[src/rtl/ccu_pkg.sv]
// Shared types for the CCU transaction sequencer: FSM encoding and default ACE channel structs.
package ccu_pkg;

  typedef enum logic [2:0] {
    IDLE  = 3'd0,
    ADDR  = 3'd1,
    WDATA = 3'd2,
    WRESP = 3'd3,
    RDATA = 3'd4
  } seq_state_e;

  // Port index for the default two-master build; other widths are derived locally from NoPorts.
  localparam int unsigned DefaultNoPorts = 2;
  typedef logic [$clog2(DefaultNoPorts)-1:0] idx_t;

  typedef struct packed {
    logic [3:0]  id;
    logic [31:0] addr;
    logic [7:0]  len;
    logic [2:0]  size;
    logic [1:0]  burst;
  } ace_ax_t;

  typedef struct packed {
    logic [31:0] data;
    logic [3:0]  strb;
    logic        last;
  } ace_w_t;

  typedef struct packed {
    logic [3:0] id;
    logic [1:0] resp;
  } ace_b_t;

  typedef struct packed {
    logic [3:0]  id;
    logic [31:0] data;
    logic [1:0]  resp;
    logic        last;
  } ace_r_t;

  typedef struct packed {
    ace_ax_t     aw;
    logic        aw_valid;
    ace_w_t      w;
    logic        w_valid;
    logic        b_ready;
    ace_ax_t     ar;
    logic        ar_valid;
    logic        r_ready;
    logic        ac_ready;
    logic        cr_valid;
    logic [4:0]  cr_resp;
    logic        cd_valid;
    logic [31:0] cd_data;
    logic        cd_last;
  } ace_req_t;

  typedef struct packed {
    logic        aw_ready;
    logic        ar_ready;
    logic        w_ready;
    logic        b_valid;
    ace_b_t      b;
    logic        r_valid;
    ace_r_t      r;
    logic        ac_valid;
    logic [31:0] ac_addr;
    logic [3:0]  ac_snoop;
    logic        cr_ready;
    logic        cd_ready;
  } ace_resp_t;

endpackage

[src/rtl/ccu_rr_select.sv]
// Combinational round-robin pick: first requesting port at or after rr_q, wrapping at NoPorts.
module ccu_rr_select
  import ccu_pkg::*;
#(
  parameter int unsigned  NoPorts = 2,
  localparam int unsigned IdxW    = $clog2(NoPorts)
) (
  input  logic [NoPorts-1:0] req,
  input  logic [IdxW-1:0]    rr_q,
  output logic [IdxW-1:0]    idx,
  output logic               any
);

  logic [31:0]     cand;
  logic [IdxW-1:0] cand_idx;

  always_comb begin
    idx      = rr_q;
    any      = 1'b0;
    cand     = '0;
    cand_idx = '0;
    for (int unsigned i = 0; i < NoPorts; i++) begin
      cand     = (32'(rr_q) + i) % NoPorts;
      cand_idx = IdxW'(cand);
      if (!any && req[cand_idx]) begin
        any = 1'b1;
        idx = cand_idx;
      end
    end
  end

endmodule

[src/rtl/ccu_txn_sequencer.sv]
// Serialises AW/AR transactions from NoPorts cache masters onto one CCU port, one in flight,
// with the granted port locked until its B or last R completes.
//
// state | meaning
// IDLE  | nothing in flight; round-robin pick among ports with aw_valid|ar_valid
// ADDR  | locked port's AW or AR forwarded until the downstream handshake
// WDATA | locked port's W beats forwarded until the w.last handshake
// WRESP | B routed back to the locked port until its handshake
// RDATA | R beats routed back to the locked port until the r.last handshake
module ccu_txn_sequencer
  import ccu_pkg::*;
#(
  parameter int unsigned  NoPorts    = 2,
  parameter logic         WriteFirst = 1'b1,
  parameter type          req_t      = ace_req_t,
  parameter type          resp_t     = ace_resp_t,
  localparam int unsigned IdxW       = $clog2(NoPorts)
) (
  input  logic            clk_i,
  input  logic            rst_ni,
  input  req_t            core_req_i  [NoPorts],
  output resp_t           core_resp_o [NoPorts],
  output req_t            ccu_req_o,
  input  resp_t           ccu_resp_i,
  output logic            busy_o,
  output logic [IdxW-1:0] sel_idx_o
);

  seq_state_e         state_q, state_d;
  logic [IdxW-1:0]    sel_q, sel_d, rr_q, rr_d, pick_idx, sel_inc;
  logic               is_wr_q, is_wr_d, pick_any;
  logic [NoPorts-1:0] req_vec;
  req_t               sel_req, pick_req;
  logic               unused_snoop;

  always_comb begin
    req_vec = '0;
    for (int i = 0; i < NoPorts; i++) begin
      req_vec[i] = core_req_i[i].aw_valid | core_req_i[i].ar_valid;
    end
  end

  ccu_rr_select #(.NoPorts(NoPorts)) u_rr_select (
    .req  (req_vec),
    .rr_q (rr_q),
    .idx  (pick_idx),
    .any  (pick_any)
  );

  assign sel_req   = core_req_i[sel_q];
  assign pick_req  = core_req_i[pick_idx];
  assign sel_inc   = (sel_q == IdxW'(NoPorts - 1)) ? '0 : sel_q + 1'b1;
  assign busy_o    = (state_q != IDLE);
  assign sel_idx_o = sel_q;

  // Snoop traffic is not serviced; its inputs are deliberately ignored.
  always_comb begin
    unused_snoop = ccu_resp_i.ac_valid ^ (^ccu_resp_i.ac_addr) ^ (^ccu_resp_i.ac_snoop);
    for (int i = 0; i < NoPorts; i++) begin
      unused_snoop ^= core_req_i[i].ac_ready ^ core_req_i[i].cr_valid ^ (^core_req_i[i].cr_resp)
                    ^ core_req_i[i].cd_valid ^ (^core_req_i[i].cd_data) ^ core_req_i[i].cd_last;
    end
  end

  always_ff @(posedge clk_i or negedge rst_ni) begin
    if (!rst_ni) begin
      state_q <= IDLE;
      sel_q   <= '0;
      rr_q    <= '0;
      is_wr_q <= 1'b0;
    end else begin
      state_q <= state_d;
      sel_q   <= sel_d;
      rr_q    <= rr_d;
      is_wr_q <= is_wr_d;
    end
  end

  always_comb begin
    state_d   = state_q;
    sel_d     = sel_q;
    rr_d      = rr_q;
    is_wr_d   = is_wr_q;
    ccu_req_o = '0;
    for (int i = 0; i < NoPorts; i++) begin
      core_resp_o[i] = '0;
    end

    case (state_q)
      IDLE: begin
        if (pick_any) begin
          sel_d   = pick_idx;
          is_wr_d = (pick_req.aw_valid && pick_req.ar_valid) ? WriteFirst : pick_req.aw_valid;
          state_d = ADDR;
        end
      end
      ADDR: begin
        if (is_wr_q) begin
          ccu_req_o.aw                = sel_req.aw;
          ccu_req_o.aw_valid          = sel_req.aw_valid;
          core_resp_o[sel_q].aw_ready = ccu_resp_i.aw_ready;
          if (sel_req.aw_valid && ccu_resp_i.aw_ready) state_d = WDATA;
        end else begin
          ccu_req_o.ar                = sel_req.ar;
          ccu_req_o.ar_valid          = sel_req.ar_valid;
          core_resp_o[sel_q].ar_ready = ccu_resp_i.ar_ready;
          if (sel_req.ar_valid && ccu_resp_i.ar_ready) state_d = RDATA;
        end
      end
      WDATA: begin
        ccu_req_o.w                = sel_req.w;
        ccu_req_o.w_valid          = sel_req.w_valid;
        core_resp_o[sel_q].w_ready = ccu_resp_i.w_ready;
        if (sel_req.w_valid && ccu_resp_i.w_ready && sel_req.w.last) state_d = WRESP;
      end
      WRESP: begin
        ccu_req_o.b_ready          = sel_req.b_ready;
        core_resp_o[sel_q].b       = ccu_resp_i.b;
        core_resp_o[sel_q].b_valid = ccu_resp_i.b_valid;
        if (ccu_resp_i.b_valid && sel_req.b_ready) begin
          state_d = IDLE;
          rr_d    = sel_inc;
        end
      end
      RDATA: begin
        ccu_req_o.r_ready          = sel_req.r_ready;
        core_resp_o[sel_q].r       = ccu_resp_i.r;
        core_resp_o[sel_q].r_valid = ccu_resp_i.r_valid;
        if (ccu_resp_i.r_valid && sel_req.r_ready && ccu_resp_i.r.last) begin
          state_d = IDLE;
          rr_d    = sel_inc;
        end
      end
      default: state_d = IDLE;
    endcase
  end

endmodule

[config.mk]
export PLATFORM = sky130hd
export DESIGN_NAME = ccu_txn_sequencer
export DESIGN_NICKNAME = d
export VERILOG_FILES = /design/src/rtl/ccu_pkg.sv /design/src/rtl/ccu_rr_select.sv /design/src/rtl/ccu_txn_sequencer.sv
export SDC_FILE = /design/constraint.sdc
export NUM_CORES = 1
export LEC_CHECK = 0
export BUFFER_PORTS_ARGS = -buffer_cell sky130_fd_sc_hd__buf_2
export CAP_MARGIN = 10
export CORE_AREA = 2 2 319 321
export CTS_CLUSTER_SIZE = 25
export DETAILED_ROUTE_END_ITERATION = 10
export DIE_AREA = 0 0 321 323
export HOLD_SLACK_MARGIN = 0.06
export SLEW_MARGIN = 10
export SYNTH_ARGS = -nofsm -noshare
export SYNTH_HDL_FRONTEND = slang
export SYNTH_SLANG_ARGS = --single-unit
[constraint.sdc]
create_clock -name clk_i -period 2.9 [get_ports clk_i]
set_clock_uncertainty 0.2 [all_clocks]
set_input_delay 0.145 -clock clk_i [delete_from_list [all_inputs] [get_ports clk_i]]
set_output_delay 0.145 -clock clk_i [all_outputs]
set_load 0.01 [all_outputs]
==> metrics.txt, run 1 <==
Routed WL 49.0 mm; top post-synthesis cells by area mux2i_1 (34%), buf_4 (22%), and3_1 (14%), nor2_1 (13%), dfrtp_1 (3.6%); share of power burned in registers just under 6%; vias per inst roughly 2.6; Synth Flop Type dfrtp_1; NumNets Final between 1500 and 2000; most frequent cell after synthesis nor2_1; Max H-tree Level 1; worst-margin pin slew approximately 0.87 ns; synthesized flop and latch total 6; DRT iter0 DRCs roughly 230; largest net degree at the start of global routing 86; crit path DAT around 2.2 ns; CTS root buf clkbuf_16; NetSw roughly 2.6 mW; CTS tree done; maximum clock insertion buffer count 2; Compound-Gate Fraction of Synth Area about 2.8%; vias in the first global route 5275; first-pass GRT wire length ~57 mm; Sw Ratio a little under three fifths; GRT Util Overall 8.67%; outcome finished, final reports clean; Post-CTS Setup Inserts 0; setup tns final 0 ns; syn_area_per_cell between 6 and 7 um2; Adder-Cell Fraction of Synth Area 0%; worst flop-to-flop path startpoint state_q[0]; min Tclk post-route between 2 and 3 ns; Yosys top cell area share about a third; Cells after Synth between 600 and 700; DR WL/cell about 20 um; yosys warns 0; FF-to-FF End state_q[0]; Cell Area, Synth roughly 4200 um2; Placeable Area between 100000 and 150000 um2; Final Max Slew Viols 0; Distinct cells, synth 39; drt pass-1 iters 5; P&R area growth vs syn 100%; critical path class reg -> out; CTS buffer count 3; Worst Path Required around 2.6 ns; Seq/Total Area, Yosys around 3.6%; Sink Count 6; Clk pwr share 5.3%; number of flops mapped to enable cells by yosys 0; LEAKAGE just over 5 nW; layout cells sized above 1 between 50% and 60%; I/O Pins between 800 and 900; later-pin clock latency in the skew report 0.24 ns; period utilization 88.9%; Die Area between 100000 and 150000 um2; CP Launch Type flop; post-DP HPWL 44.8 mm; Overflow after GRT 0; Reg2Reg Depth 5; Die X approximately 320 um; ANT nets after route 0; combinational share of power between 80% and 90%; Final setup viols 0; Port-buffer cells 573; VDD IR max ~0.44 mV; Final Instance Count excl. Fillers between 2000 and 2500; Die H about 320 um; Slew HR between 40% and 50%; Synth area leader mux2i_1; unrepaired setup endpoints after global routing no; critical-path maximum fanout 40; highest clock rate 388 MHz; multiplexer area fraction after synthesis 34.1%; R2R Setup Slk slightly below 0.6 ns; DRC 0; class of the worst hold path in -> reg; placement row count ~120; routability-driven placement congestion ratio around 0.8; number of max-cap violations 0; Cell Pwr Density ~540 nW/um2; Fin. Hold Viols 0; antenna violations before repair 80; clock-pin slew on the worst setup and hold paths 0.03 ns; Commonest cells post-synth nor2_1 (144), mux2i_1 (139), buf_4 (120); Hold Crit Endpoint is_wr_q; via count roughly 6500; crit end category primary output; ys async rst share 100%; hold_sp core_req_i[312]; main combinational cell family by area after synthesis multiplexers; xor/xnor share of the synthesized area 0%; Int Power between 1.5 and 2 mW; simple-gate share of the synthesized area a little under a third; Starting Density 4.12%; worst hold path depth 3; placed instance count about 2400
[cell families after synthesis]
group,count (synthesis)
muxes,141
buffers and inverters,178
and+or+nand+nor,266
DFF,6
other,1
AOI/OAI and AO/OA,17
[power groups by stage]
| stage | Combinational [mW] | Sequential, mW | Clock (mW) |
|---|---|---|---|
| final | 3.99 | 0.258 | 0.238 |
| after floorplan | 2.54 | 0.152 | 0 |
| after global placement | 4.03 | 0.257 | 0 |
| after global routing | 4.34 | 0.271 | 0.244 |
| after detailed placement | 4.05 | 0.261 | 0 |
| after CTS | 4.07 | 0.262 | 0.240 |
[state kept, by name, indices dropped and copies added, names as in the netlist]
register and cells:
sel_idx_o 1, rr_q 1, is_wr_q 1, state_q 3
[what timing repair did]
| item | CTS | global route |
|---|---|---|
| gates resized for setup | 0 | 0 |
| hold buffers | 3 | 0 |
| endpoints found under the hold margin | 7 | 0 |
[area by class of cell]
| cell class | instances | area (um2) |
|---|---|---|
| diodes | 15 | 37.5 |
| flip-flops and latches | 6 | 154 |
| multi-input cells | 543 | 3320 |
| clock buffers | 4 | 78.8 |
| repair buffers | 590 | 3050 |
| inverters | 4 | 15.0 |
| well taps | 1309 | 1640 |
| fillers | 11900 | 92400 |
[cell usage in the layout (no fill, tap or decap), types with 2 or more instances in the layout]
cell / Yosys / layout
mux2i_1: 139 / 139
nor3_1: 6 / 6
nor2_1: 144 / 144
o21a_1: 2 / 2
and2_1: 2 / 2
nand2_2: 1 / 2
a21oi_1: 3 / 3
nand3_1: 2 / 2
conb_1: 1 / 119
clkbuf_16: 0 / 3
o21ai_0: 6 / 6
and3b_1: 2 / 2
dfrtp_1: 6 / 5
nand2_1: 3 / 2
and3_1: 95 / 95
inv_1: 4 / 3
dlygate4sd3_1: 0 / 3
buf_4: 120 / 10
buf_12: 0 / 4
buf_2: 17 / 573
diode_2: 0 / 15
[stage by stage]
stage	power (mW)	cell area, um2	hold slack [ns]	worst slack, ns	utilization (%)
2_1_floorplan	2.69	4590	-0.351	0.802	-
3_3_place_gp	4.29	8150	-0.187	0.638	8.10
3_5_place_dp	4.31	8150	-0.186	0.615	8.10
4_1_cts	4.58	8260	0.0783	0.359	8.20
5_1_grt	4.85	8290	0.0906	0.264	8.23
6_report	4.48	8300	0.0775	0.321	8.24
[metal layers]
layer  global-route usage (%)  wire length [um]  vias up
li1                         -                 -     2923
met1                     11.5             21700     2789
met2                     13.9             20900      592
met3                     2.64              4850      136
met4                     1.50              1340       38
met5                        0               261        -
[worst max path at each step]
| stage | start | to | slack [ns] | cells after the start |
|---|---|---|---|---|
| 2_1_floorplan | state_q[1] | state_q[0] | 0.80 | 7 |
| 3_3_place_gp | state_q[0] | state_q[0] | 0.64 | 5 |
| 5_1_grt | state_q[0] | ccu_req_o[128] | 0.26 | 5 |
| 3_5_place_dp | state_q[1] | state_q[0] | 0.61 | 5 |
| 4_1_cts | state_q[0] | ccu_req_o[115] | 0.36 | 5 |
| 6_report | state_q[0] | ccu_req_o[67] | 0.32 | 4 |
[worst max-delay path: stages (launching register included)]
cell and delay, ns:
dfrtp_1 0.58, or4b_4 0.66, buf_12 0.22, nor2_1 0.24, buf_2 0.16
Power figures use the tool's default switching activity.
==> inputs of run 2 (changes only) <==
--- a/config.mk
+++ b/config.mk
@@ -5,13 +5,14 @@
 export SDC_FILE = /design/constraint.sdc
 export NUM_CORES = 1
 export LEC_CHECK = 0
-export BUFFER_PORTS_ARGS = -buffer_cell sky130_fd_sc_hd__buf_2
+export BUFFER_PORTS_ARGS = -buffer_cell sky130_fd_sc_hd__clkbuf_2
 export CAP_MARGIN = 10
 export CORE_AREA = 2 2 319 321
 export CTS_CLUSTER_SIZE = 25
 export DETAILED_ROUTE_END_ITERATION = 10
 export DIE_AREA = 0 0 321 323
 export HOLD_SLACK_MARGIN = 0.06
+export MAX_ROUTING_LAYER = met4
 export SLEW_MARGIN = 10
 export SYNTH_ARGS = -nofsm -noshare
 export SYNTH_HDL_FRONTEND = slang
==> run 2 against run 1 <==
Flip-flop and latch count is the same. Fmax rose by 2.7%. Total power decreased by 0.53%. Final cell count is 0.24% higher. Critical path depth stayed put. Largest cell class unchanged. Largest power group unchanged.
==> metrics.txt, run 2 (synthesis gave the netlist of run 1 again) <==
outcome finished, final reports clean; clock-pin slew on the worst setup and hold paths 0.03 ns (about the same); number of flip-flops in the largest register 3 (unchanged); CTS buffer count 3 (unchanged); crit path DAT 2.17 ns (-0.06 ns); Sink Count 6 (unchanged); I/O Pins 814 (unchanged); routability-driven placement congestion ratio 0.788 (unchanged); class of the worst hold path in -> reg; Max H-tree Level 1 (unchanged); critical-path maximum fanout 39 (-2.5%); Critical Path Max Stage Delay 0.67 ns (about the same); Die X 321 um (unchanged); DR WL/cell 19.7 um (-0.92%); DRC 0 (unchanged); min Tclk post-route 2.51 ns (-0.0668 ns); number of max-cap violations 0 (unchanged); worst-margin pin slew 0.851 ns (-0.0192 ns); antenna violations before repair 44 (-45%); drt pass-1 iters 5 (unchanged); Final Max Slew Viols 0 (unchanged); ANT nets after route 0 (unchanged); CTS root buf clkbuf_16; Post-CTS Setup Inserts 0 (unchanged); highest clock rate 398 MHz (+2.7%); LEAKAGE 5.04 nW (-2.7%); maximum clock insertion buffer count 2 (unchanged); Biggest register state_q; largest net degree at the start of global routing 86 (unchanged); CP Launch Type flop; critical path class reg -> out; unrepaired setup endpoints after global routing no; WHS 0.0675 ns (-0.0101 ns); Slew HR 43.3% (+1.3 points); CP max stage cell or4b_4; vias in the first global route 5290 (+0.28%); placement row count 117 (unchanged); DRT iter0 DRCs 245 (+7.0%); register area 154 um2 (unchanged); Final setup viols 0 (unchanged); NumNets Final 1598 (-0.19%); first-pass GRT wire length 56.9 mm (-0.79%); VDD IR max 0.546 mV (+23%); crit end category primary output; P&R area growth vs syn 100% (unchanged); Port-buffer cells 573 (unchanged); layout cells sized above 1 52.2% (-0.13 points); Overflow after GRT 0 (unchanged); Routed WL 48.7 mm (-0.68%); area of the multi-input gates 3320 um2 (unchanged); Die Area 104000 um2 (unchanged); Area after DPL 8130 um2 (-0.28%); most common cell after layout, fill and taps aside clkbuf_2; later-pin clock latency in the skew report 0.24 ns (about the same); most frequent cells in the layout clkbuf_2 (573), nor2_1 (144), mux2i_1 (139); vias per inst 2.51 (-4.1%); period utilization 86.6% (-2.3 points); Placeable Area 101000 um2 (unchanged); Cell Pwr Density 537 nW/um2 (-0.53%); # fillers 11900 (-0.025%); Die H 323 um (unchanged); Fin. Hold Viols 0 (unchanged); CTS tree done; setup tns final 0 ns (unchanged); post-DP HPWL 44.8 mm (about the same); GRT Util Overall 8.87% (+0.20 points); crit-path cells or4b_4 > buf_12 > nor3_1 > clkbuf_2; via count 6227 (-3.9%); final instance area 8300 um2 (unchanged); Worst Path Required 2.56 ns (about the same); Starting Density 4.12% (unchanged)
==> run 2: cell count changes in the layout (fill, tap and decap cells not counted), sizes merged <==
cell	change
buf	-576
clkbuf	+573
diode	+9
==> run 2: per-stage QoR <==
step / worst slack (ns) / utilization (%) / std cells / power (mW)
global route: 0.315 / 8.23 / 2473 / 4.84
finish: 0.387 / 8.24 / 2477 / 4.46
CTS: 0.396 / 8.18 / 2453 / 4.57
floorplan: 0.802 / - / 727 / 2.69
global placement: 0.445 / 8.07 / 2446 / 4.29
detailed placement: 0.428 / 8.07 / 2446 / 4.31
==> run 2: cell type report <==
| type | count | area share, % |
|---|---|---|
| antenna | 24 | 0.724 |
| clock buffer | 4 | 0.950 |
| inverter | 4 | 0.181 |
| multi-input combinational | 543 | 40.1 |
| sequential | 6 | 1.85 |
| tap | 1309 | 19.7 |
| timing repair buffer | 587 | 36.5 |
==> run 2: worst paths after layout <==
path | slack [ns] | endpoint | cells after the start | from
setup / recovery | 0.39 | core_resp_o[87] | 4 | state_q[0]
hold / removal | 0.07 | rr_q | 4 | core_req_i[92]
setup reg to reg | 0.55 | state_q[0] | 5 | sel_idx_o
hold reg to reg | 0.41 | rr_q | 2 | rr_q
max in group asynchronous | 2.07 | sel_idx_o | 2 | rst_ni
min in group asynchronous | 0.19 | sel_idx_o | 2 | rst_ni
==> run 2: worst max-delay path: cells and delay by family, from the launching register on <==
kind / cells / cell delay (ns)
buf+inv: 2 / 0.38
flops: 1 / 0.55
simple gates: 2 / 0.88
==> run 2: routing by layer <==
metal	vias to the layer above	global-route usage [%]	wire [um]
met5	-	-	0
met4	0	1.40	686
met3	40	1.98	3640
met2	502	13.8	21300
met1	2765	11.9	23100
li1	2920	-	-
==> run 2: timing repair <==
item / in CTS / in global routing
endpoints found under the hold margin: 8 / 0
hold buffers: 3 / 0
endpoints found under the setup margin: 0 / 0
resized for setup: 0 / 0
==> run 2: report_power, final <==
part	switching [mW]	total (mW)	internal (mW)
sequential	0.126	0.256	0.129
clock	0.0531	0.236	0.183
combinational	2.40	3.97	1.56
